### config.mk
export PLATFORM = sky130hd
export DESIGN_NAME = image_resize_avg
export DESIGN_NICKNAME = d
export VERILOG_FILES = /design/src/rtl/image_resize_avg_pkg.sv /design/src/rtl/image_resize_avg_key_falling_edge_sync.sv /design/src/rtl/image_resize_avg.sv
export SDC_FILE = /design/constraint.sdc
export NUM_CORES = 1
export LEC_CHECK = 0
export ABC_AREA = 0
export CAP_MARGIN = 10
export CELL_PAD_IN_SITES_DETAIL_PLACEMENT = 0
export CELL_PAD_IN_SITES_GLOBAL_PLACEMENT = 1
export CORE_ASPECT_RATIO = 0.75
export CORE_UTILIZATION = 37
export DETAILED_ROUTE_END_ITERATION = 10
export GPL_TIMING_DRIVEN = 0
export PLACE_DENSITY_LB_ADDON = 0.1
export SYNTH_ARGS = -nofsm -noshare
export SYNTH_HDL_FRONTEND = slang
export SYNTH_SLANG_ARGS = --single-unit
### constraint.sdc
create_clock -name clk -period 3.4 [get_ports clk]
set_clock_uncertainty 0.2 [all_clocks]
set_input_delay 0.68 -clock clk [delete_from_list [all_inputs] [get_ports clk]]
set_output_delay 0.68 -clock clk [all_outputs]
set_load 0.1 [all_outputs]
### src/rtl/image_resize_avg_pkg.sv
// Shared constants and state encoding for the block-average frame downscaler.
package image_resize_avg_pkg;

    localparam int SRC_W_DEF = 640;
    localparam int SRC_H_DEF = 480;
    localparam int BLK_DEF   = 16;
    localparam int OUT_W     = SRC_W_DEF / BLK_DEF;
    localparam int OUT_H     = SRC_H_DEF / BLK_DEF;
    localparam int ADDR_W    = 23;

    typedef enum logic [1:0] {
        IDLE  = 2'd0,
        ISSUE = 2'd1,
        DRAIN = 2'd2,
        DONE  = 2'd3
    } state_t;

endpackage

### src/rtl/image_resize_avg_key_falling_edge_sync.sv
// Two-flop synchronizer for the active-low start key plus a one-cycle falling-edge pulse.
module key_falling_edge_sync (
    input  logic clk,
    input  logic rst,
    input  logic key,
    output logic fall
);

    logic sync_1_reg;
    logic sync_2_reg;
    logic prev_reg;

    // Flops idle high so an un-pressed key never produces a pulse out of reset.
    always_ff @(posedge clk or posedge rst) begin
        if (rst) begin
            sync_1_reg <= 1'b1;
            sync_2_reg <= 1'b1;
            prev_reg   <= 1'b1;
        end else begin
            sync_1_reg <= key;
            sync_2_reg <= sync_1_reg;
            prev_reg   <= sync_2_reg;
        end
    end

    assign fall = prev_reg & ~sync_2_reg;

endmodule

### src/rtl/image_resize_avg.sv
// Reads one frame through the SDRAM read port and stores the average of every
// BLK x BLK pixel block in the out[][] register array.
module image_resize_avg
    import image_resize_avg_pkg::*;
#(
    parameter int SRC_W     = SRC_W_DEF,
    parameter int SRC_H     = SRC_H_DEF,
    parameter int BLK       = BLK_DEF,
    parameter int READ_LAT  = 2,
    parameter int BASE_ADDR = 0
) (
    input  logic              clk,
    input  logic              rst,
    input  logic              KEY_2,
    input  logic [7:0]        Read_DATA2,
    output logic              start_resize,
    output logic [ADDR_W-1:0] read_addr_resize
);

    localparam int OW  = SRC_W / BLK;
    localparam int OH  = SRC_H / BLK;
    localparam int PW  = (BLK > 1) ? $clog2(BLK) : 1;
    localparam int BXW = (OW > 1) ? $clog2(OW) : 1;
    localparam int BYW = (OH > 1) ? $clog2(OH) : 1;
    localparam int DW  = (READ_LAT > 1) ? $clog2(READ_LAT) : 1;

    localparam logic [PW-1:0]  PIX_LAST   = PW'(BLK - 1);
    localparam logic [BXW-1:0] BX_LAST    = BXW'(OW - 1);
    localparam logic [BYW-1:0] BY_LAST    = BYW'(OH - 1);
    localparam logic [DW-1:0]  DRAIN_LAST = DW'(READ_LAT - 1);

    state_t state_reg;
    state_t state_next;

    logic [PW-1:0]       pixel_x;
    logic [PW-1:0]       pixel_y;
    logic [BXW-1:0]      block_x;
    logic [BYW-1:0]      block_y;
    logic [DW-1:0]       drain_cnt_reg;
    logic [READ_LAT-1:0] vld_reg;
    logic [15:0]         acc_reg;
    logic [7:0]          out [OH][OW];

    logic              start_pulse;
    logic              issue;
    logic              last_pixel;
    logic              drain_last;
    logic              last_block;
    logic              block_done;
    logic [7:0]        block_avg;
    logic [ADDR_W-1:0] addr_calc;

    key_falling_edge_sync u_key_sync (
        .clk  (clk),
        .rst  (rst),
        .key  (KEY_2),
        .fall (start_pulse)
    );

    assign last_pixel = (pixel_x == PIX_LAST) && (pixel_y == PIX_LAST);
    assign drain_last = (drain_cnt_reg == DRAIN_LAST);
    assign last_block = (block_x == BX_LAST) && (block_y == BY_LAST);
    assign block_done = (state_reg == DRAIN) && drain_last;

    assign addr_calc = ADDR_W'(32'(BASE_ADDR)
                     + (32'(block_y) * 32'(BLK) + 32'(pixel_y)) * 32'(SRC_W)
                     + 32'(block_x) * 32'(BLK) + 32'(pixel_x));

    // The last pixel of the block is still on the bus at the drain-exit edge,
    // so it is folded in directly instead of through the accumulator.
    assign block_avg = 8'((acc_reg + {8'd0, Read_DATA2}) >> 8);

    always_ff @(posedge clk or posedge rst) begin
        if (rst) begin
            state_reg <= IDLE;
        end else begin
            state_reg <= state_next;
        end
    end

    always_comb begin
        state_next = state_reg;
        case (state_reg)
            IDLE:    if (start_pulse) state_next = ISSUE;
            ISSUE:   if (last_pixel) state_next = DRAIN;
            DRAIN:   if (drain_last) state_next = last_block ? DONE : ISSUE;
            DONE:    state_next = IDLE;
            default: state_next = IDLE;
        endcase
    end

    always_comb begin
        start_resize     = 1'b0;
        issue            = 1'b0;
        read_addr_resize = '0;
        case (state_reg)
            ISSUE: begin
                start_resize     = 1'b1;
                issue            = 1'b1;
                read_addr_resize = addr_calc;
            end
            DRAIN: begin
                start_resize     = 1'b1;
                read_addr_resize = addr_calc;
            end
            default: begin
                start_resize     = 1'b0;
            end
        endcase
    end

    // Pixel/block counters: pixels advance in ISSUE, hold at the last pixel
    // through DRAIN, and roll to the next block on the drain-exit edge.
    always_ff @(posedge clk or posedge rst) begin
        if (rst) begin
            pixel_x <= '0;
            pixel_y <= '0;
            block_x <= '0;
            block_y <= '0;
        end else if (issue && !last_pixel) begin
            if (pixel_x != PIX_LAST) begin
                pixel_x <= pixel_x + PW'(1);
            end else begin
                pixel_x <= '0;
                pixel_y <= pixel_y + PW'(1);
            end
        end else if (block_done) begin
            pixel_x <= '0;
            pixel_y <= '0;
            if (block_x == BX_LAST) begin
                block_x <= '0;
                block_y <= (block_y == BY_LAST) ? '0 : block_y + BYW'(1);
            end else begin
                block_x <= block_x + BXW'(1);
            end
        end
    end

    always_ff @(posedge clk or posedge rst) begin
        if (rst) begin
            drain_cnt_reg <= '0;
        end else if (state_reg == DRAIN) begin
            drain_cnt_reg <= drain_last ? '0 : drain_cnt_reg + DW'(1);
        end else begin
            drain_cnt_reg <= '0;
        end
    end

    always_ff @(posedge clk or posedge rst) begin
        if (rst) begin
            vld_reg <= '0;
        end else begin
            vld_reg[0] <= issue;
            for (int i = 1; i < READ_LAT; i++) begin
                vld_reg[i] <= vld_reg[i-1];
            end
        end
    end

    always_ff @(posedge clk or posedge rst) begin
        if (rst) begin
            acc_reg <= '0;
        end else if (block_done) begin
            acc_reg <= '0;
        end else if (vld_reg[READ_LAT-1]) begin
            acc_reg <= acc_reg + {8'd0, Read_DATA2};
        end
    end

    always_ff @(posedge clk or posedge rst) begin
        if (rst) begin
            for (int r = 0; r < OH; r++) begin
                for (int c = 0; c < OW; c++) begin
                    out[r][c] <= '0;
                end
            end
        end else if (block_done) begin
            out[block_y][block_x] <= block_avg;
        end
    end

endmodule

==> metrics.cfg, run 1 <==
[route]
vias = 1752
drc_errors = 0
postRouteAntennaNets = 0
drtPass1Iterations = 4
routedWlPerCell_um = 13.88
routed_wl_um = 4887
viasPerCell = 4.977
drt-initial-drc-count = 60

[place]
dpl.hpwl_um = 3288
port_buffers = 22
placed_cells = 328
gp_routability_congestion = 0.7384
place_area_mm2 = 0.002487

[logic_synthesis]
synth_cells = 228
ys_ff_latch = 25
synth_enable_flop_cells = 0
synth-xor-area-share_pct = 5.699
syn_area_mm2 = 0.002086
async_reset_ff_share_pct = 100.0
muxShareOfSynthArea_pct = 0.5399
yosys_warnings = 0
synth_area_leader_cell = dfrtp_1
synth_ff_type = dfrtp_1
yosys-top-cells-area = dfrtp_1, ha_1, and2_1, dfstp_2, nor2_1
yosysSeqAreaShare_pct = 30.17
ys_types = 56
yosysTopAreaCellShare_pct = 26.39
synth_top_family_by_area = simple AND/OR/NAND/NOR gates
syn_avg_cell_area_um2 = 9.148
synth-compound-area-share_pct = 17.64
synth_simple_gate_area_share_pct = 24.06
synthAdderAreaFrac_pct = 17.52

[finish]
top_regs = block_x (6), block_y (5)
drive_gt1_share_pct = 34.66
final_cell_count_no_fill = 352
antenna_cells = 0
nNetsFinal = 317
most-common-layout-cells = buf_4, ha_1, dfrtp_1, nand2_1, nor2_1
syn2layout_area_growth_pct = 41.75
regMostFlops = block_x
final_area_mm2 = 0.002957
final_common_cell = buf_4
largest_reg_flops = 6

[cts]
clkSlewWorstSetupHoldPaths_ns = 0.09
numClockSinks = 25
cts_tree = done
htree_levels = 1
postCtsHoldBufs = 0
insertion_delay_ns = 0.27
cts_buffer_depth = 2
cts-root-buf = clkbuf_8
cts_buffers = 3

[worst_setup_path]
path_common_cell = ha_4
cp-start-kind = register
critPathTopFamily = adder cells
path_class = reg -> out
slowest_delay_ns = 0.58
cp.required_ns = 2.52
crit_chain = ha_4, ha_4, fa_2, o2111ai_2, or3_4, nor4_4, xor3_1, and2_4, buf_12
crit_buf_inv = 1
cp.arrival_ns = 3.08
crit_fanout = 4
crit_path_end_kind = primary output
cpMaxStageDelayCell = fa_2

[timing]
finalHoldViolCount = 0
setup_viol = 6
min_period_ns = 3.955
finalSetupTns_ns = -2.150
fmax_mhz = 252.8
post-route-period-util_pct = 116.3
setup_slack_ns = -0.5553
max_slew_margin_pct = 32.97
rsz0062_at_grt = true
timing_worst_slew_pin_value_ns = 1.004
final_max_slew_viol_count = 0

[power]
p_leak_nw = 1.327
p_per_area_mw_per_mm2 = 439.4
ir_drop_uv = 214.6

[die]
start_util_pct = 38.76
die_w_um = 88.70
dieArea_mm2 = 0.005944
core_mm2 = 0.005381
die_y_um = 67.02
ioPinCount = 35
rows = 23

[grt]
grt_antenna_before_repair = 0
grtUsageTotal_pct = 17.65
grt_max_degree = 26
grt_pass1_vias = 1601
grt_pass1_wl_um = 8024
overflow = 0

[job]
cap_violations = 0

[status]
violations = setup timing
status = finished, violations left

[worst_hold_path]
hold_path.class = reg -> reg

[layout make-up]
class                           count  area (um2)
Clock buffer                        4       45.04
Multi-Input combinational cell    187        1637
Timing Repair Buffer               42       457.9
Tap cell                           75       93.84
Buffer                              9       52.55
Fill cell                         503        2425
Inverter                           10       37.54
Sequential cell                    25       633.1
[cells in the mapped netlist (2+ instances only)]
| cell | count |
|---|---|
| a211o_1 | 2 |
| a211oi_1 | 2 |
| a21o_1 | 5 |
| a21oi_1 | 3 |
| a31oi_1 | 3 |
| and2_1 | 15 |
| buf_4 | 4 |
| clkbuf_1 | 4 |
| dfrtp_1 | 22 |
| dfstp_2 | 3 |
| fa_1 | 2 |
| ha_1 | 26 |
| inv_1 | 10 |
| nand2_1 | 18 |
| nand3_1 | 9 |
| nand4_1 | 5 |
| nor2_1 | 20 |
| nor2b_1 | 7 |
| nor3_1 | 2 |
| o21a_1 | 2 |
| o21ai_0 | 13 |
| o21ai_1 | 4 |
| o21bai_1 | 2 |
| o31ai_1 | 6 |
| xnor2_1 | 5 |
| xor2_1 | 4 |
[through the flow]
stage                     total power (W)  hold slack, ns  utilization [%]  worst slack, ns
after floorplan                 0.0009511          0.1452                -          -0.3471
after global placement           0.001129          0.1471            46.22           -1.395
after detailed placement         0.001126          0.1573            46.22           -1.402
after CTS                        0.001303          0.1699            52.82          -0.5873
after global routing             0.001392          0.1699            54.94          -0.7138
final                            0.001299          0.1659            54.94          -0.5553
[logic make-up (layout without fill, tap and decap cells)]
family | Yosys count | after routing
flops | 25 | 25
simple gates | 91 | 91
buf+inv | 19 | 65
mux | 1 | 1
fa+ha+maj | 28 | 28
compound gates | 52 | 52
other cells | 1 | 4
xor+xnor | 11 | 11
[worst reg2reg max path, stage by stage, from the launching register on]
cell and delay (ns):
dfrtp_1 0.43, ha_1 0.24, nand3_1 0.13, o21ai_1 0.40, nand3_1 0.35, or4_1 0.59
nand2_1 0.07
[metal layers]
| layer | up-vias | track usage [%] | part of all wire [%] |
|---|---|---|---|
| met1 | 822 | 26.82 | 54 |
| met4 | 0 | 1.815 | 0.35 |
| met3 | 2 | 3.346 | 2.3 |
| met2 | 22 | 26.35 | 44 |
| met5 | - | 0 | 0 |
| li1 | 906 | - | - |
[power breakdown]
group	total [W]	internal, W	switching (W)
combinational	0.000725	0.000188	0.000537
sequential	0.000398	0.000346	0.0000523
clock	0.000176	0.0000838	0.0000922
total	0.00130	0.000617	0.000682
[final timing paths]
check	from	end	slack, ns	cells past startpoint
min	u_key_sync.sync_1_reg	u_key_sync.sync_2_reg	0.17	0
max in group asynchronous	rst	block_y[0]	1.58	2
min in group asynchronous	rst	pixel_y[3]	0.75	2
max	pixel_y[1]	read_addr_resize[17]	-0.56	9
min reg2reg	u_key_sync.sync_1_reg	u_key_sync.sync_2_reg	0.17	0
max reg2reg	pixel_x[0]	block_x[3]	0.93	6
[timing repair]
action | 4_1_cts | 5_1_grt
setup endpoints to repair | 19 | 11
cloned | 0 | 0
setup buffers | 15 | 6
resized for setup | 121 | 20
pin swaps | 11 | 9
Power figures use the tool's default switching activity.
==> run 2, diff against run 1 <==
--- a/config.mk
+++ b/config.mk
@@ -6,7 +6,7 @@
 export NUM_CORES = 1
 export LEC_CHECK = 0
 export ABC_AREA = 0
-export CAP_MARGIN = 10
+export CAP_MARGIN = 25
 export CELL_PAD_IN_SITES_DETAIL_PLACEMENT = 0
 export CELL_PAD_IN_SITES_GLOBAL_PLACEMENT = 1
 export CORE_ASPECT_RATIO = 0.75
==> metrics.cfg, run 2 (synthesized netlist as in run 1, its figures left out) <==
[worst_setup_path]
crit_chain = ha_4, ha_4, fa_2, o2111ai_2, or3_4, nor4_4, xor3_1, and2_4, buf_12  ; unchanged
slowest_delay_ns = 0.58  ; about the same
path_depth = 9  ; unchanged
r2r_cells = 8  ; was 6
cp-start-kind = register  ; unchanged
r2r_setup_slack_ns = 0.94  ; was 0.93 ns
cp.arrival_ns = 3.07  ; was 3.08 ns
path_class = reg -> out  ; unchanged
cpMaxStageDelayCell = fa_2  ; unchanged
cp.required_ns = 2.52  ; about the same
critPathTopFamily = adder cells  ; unchanged
crit_fanout = 4  ; unchanged
crit_path_end_kind = primary output  ; unchanged
crit_buf_inv = 1  ; unchanged
path_common_cell = ha_4  ; unchanged

[finish]
most-common-layout-cells = buf_4, ha_1, dfrtp_1, nand2_1, nor2_1  ; unchanged
antenna_cells = 0  ; unchanged
final_common_cell = buf_4  ; unchanged
drive_gt1_share_pct = 34.89  ; was 34.66%
nNetsFinal = 318  ; was 317
regMostFlops = block_x  ; unchanged
syn2layout_area_growth_pct = 43.07  ; was 41.75%
largest_reg_flops = 6  ; unchanged
top_regs = block_x (6), block_y (5)  ; unchanged
final_area_mm2 = 0.002984  ; was 0.002957 mm2

[place]
place_area_mm2 = 0.002487  ; unchanged
gp_routability_congestion = 0.7384  ; unchanged
dpl.hpwl_um = 3288  ; unchanged
place_ws_ns = -1.402  ; unchanged
port_buffers = 22  ; unchanged

[route]
drt-initial-drc-count = 60  ; unchanged
viasPerCell = 5.008  ; was 4.977
postRouteAntennaNets = 0  ; unchanged
drc_errors = 0  ; unchanged
vias = 1768  ; was 1752
drtPass1Iterations = 4  ; unchanged
routed_wl_um = 4887  ; unchanged
routedWlPerCell_um = 13.84  ; was 13.88 um

[cts]
numClockSinks = 25  ; unchanged
cts_buffers = 3  ; unchanged
insertion_delay_ns = 0.27  ; about the same
cts-root-buf = clkbuf_8  ; unchanged
postCtsHoldBufs = 0  ; unchanged
cts_tree = done  ; unchanged
clkSlewWorstSetupHoldPaths_ns = 0.09  ; about the same
cts_buffer_depth = 2  ; unchanged
htree_levels = 1  ; unchanged

[timing]
timing_worst_slew_pin_value_ns = 0.9580  ; was 1.004 ns
finalHoldViolCount = 0  ; unchanged
max_slew_margin_pct = 35.93  ; was 32.97%
min_period_ns = 3.954  ; was 3.955 ns
fmax_mhz = 252.9  ; was 252.8 MHz
rsz0062_at_grt = true  ; unchanged
setup_viol = 6  ; unchanged
post-route-period-util_pct = 116.3  ; about the same
setup_slack_ns = -0.5540  ; was -0.5553 ns
final_max_slew_viol_count = 0  ; unchanged

[die]
start_util_pct = 38.76  ; unchanged
dieArea_mm2 = 0.005944  ; unchanged
rows = 23  ; unchanged
ioPinCount = 35  ; unchanged
die_w_um = 88.70  ; unchanged
core_mm2 = 0.005381  ; unchanged
die_y_um = 67.02  ; unchanged

[grt]
grt_max_degree = 26  ; unchanged
grtUsageTotal_pct = 17.65  ; unchanged
grt_antenna_before_repair = 0  ; unchanged
overflow = 0  ; unchanged
grt_pass1_vias = 1601  ; unchanged
grt_pass1_wl_um = 8024  ; unchanged

[power]
comb_power_share_pct = 55.9  ; was 55.8%
total_power_w = 0.001302  ; was 0.001299 W
p_int_w = 0.0006208  ; was 0.0006174 W
p_per_area_mw_per_mm2 = 436.4  ; was 439.4 mW/mm2
seq_power_share_pct = 30.6  ; about the same
p_leak_nw = 1.340  ; was 1.327 nW
p_sw_w = 0.0006815  ; was 0.0006819 W
ir_drop_uv = 214.5  ; was 214.6 uV
swShare_pct = 52.33  ; was 52.48%
clock_power_share_pct = 13.5  ; about the same

[status]
violations = setup timing  ; unchanged
status = finished, violations left  ; unchanged

[worst_hold_path]
hold_path.class = reg -> reg  ; unchanged
holdPathStages = 0  ; unchanged

[job]
cap_violations = 0  ; unchanged

[run 2: power by group through the flow]
| stage | sequential (W) | combinational [W] | clock [W] |
|---|---|---|---|
| 2_1_floorplan | 0.000389 | 0.000562 | 0 |
| 3_3_place_gp | 0.000402 | 0.000727 | 0 |
| 3_5_place_dp | 0.000404 | 0.000722 | 0 |
| 4_1_cts | 0.000399 | 0.000720 | 0.000184 |
| 5_1_grt | 0.000408 | 0.000793 | 0.000194 |
| 6_report | 0.000398 | 0.000729 | 0.000176 |
[run 2: area by class of cell]
cell class / count / area, um2
sequential: 25 / 633.1
fill: 502 / 2397
clock buffer: 4 / 45.04
inverter: 10 / 37.54
buffer: 9 / 52.55
multi-input combinational: 187 / 1637
tap: 75 / 93.84
timing repair buffer: 43 / 485.5
[run 2: path summary, 6_finish.rpt]
check                                            from                    end
worst max-delay path                       pixel_y[1]   read_addr_resize[17]
worst min-delay path            u_key_sync.sync_1_reg  u_key_sync.sync_2_reg
worst max register to register             pixel_x[0]             block_y[4]
worst min register to register  u_key_sync.sync_1_reg  u_key_sync.sync_2_reg
max in group asynchronous                         rst  u_key_sync.sync_2_reg
min in group asynchronous                         rst  u_key_sync.sync_1_reg
[run 2: timing repair]
item | CTS | global route
endpoints found under the setup margin | 19 | 11
buffers inserted | 15 | 6
gates resized for setup | 121 | 20
hold endpoints to repair | 0 | 0
pin swaps | 11 | 9
[run 2: routing by layer]
| metal | up-vias | global-route usage, % | part of all wire, % |
|---|---|---|---|
| met5 | - | 0 | 0 |
| met4 | 0 | 1.815 | 0.35 |
| met1 | 833 | 26.82 | 54 |
| li1 | 910 | - | - |
| met3 | 2 | 3.346 | 2.7 |
| met2 | 23 | 26.35 | 43 |
[run 2: through the flow]
| step | instances | hold WS (ns) | util [%] | TNS [ns] |
|---|---|---|---|---|
| 2_1_floorplan | 231 | 0.1452 | - | -0.9683 |
| 3_3_place_gp | 328 | 0.1471 | 46.22 | -9.473 |
| 3_5_place_dp | 328 | 0.1573 | 46.22 | -9.351 |
| 4_1_cts | 347 | 0.1699 | 52.82 | -2.016 |
| 5_1_grt | 353 | 0.1699 | 55.45 | -2.910 |
| 6_report | 353 | 0.1660 | 55.45 | -2.142 |
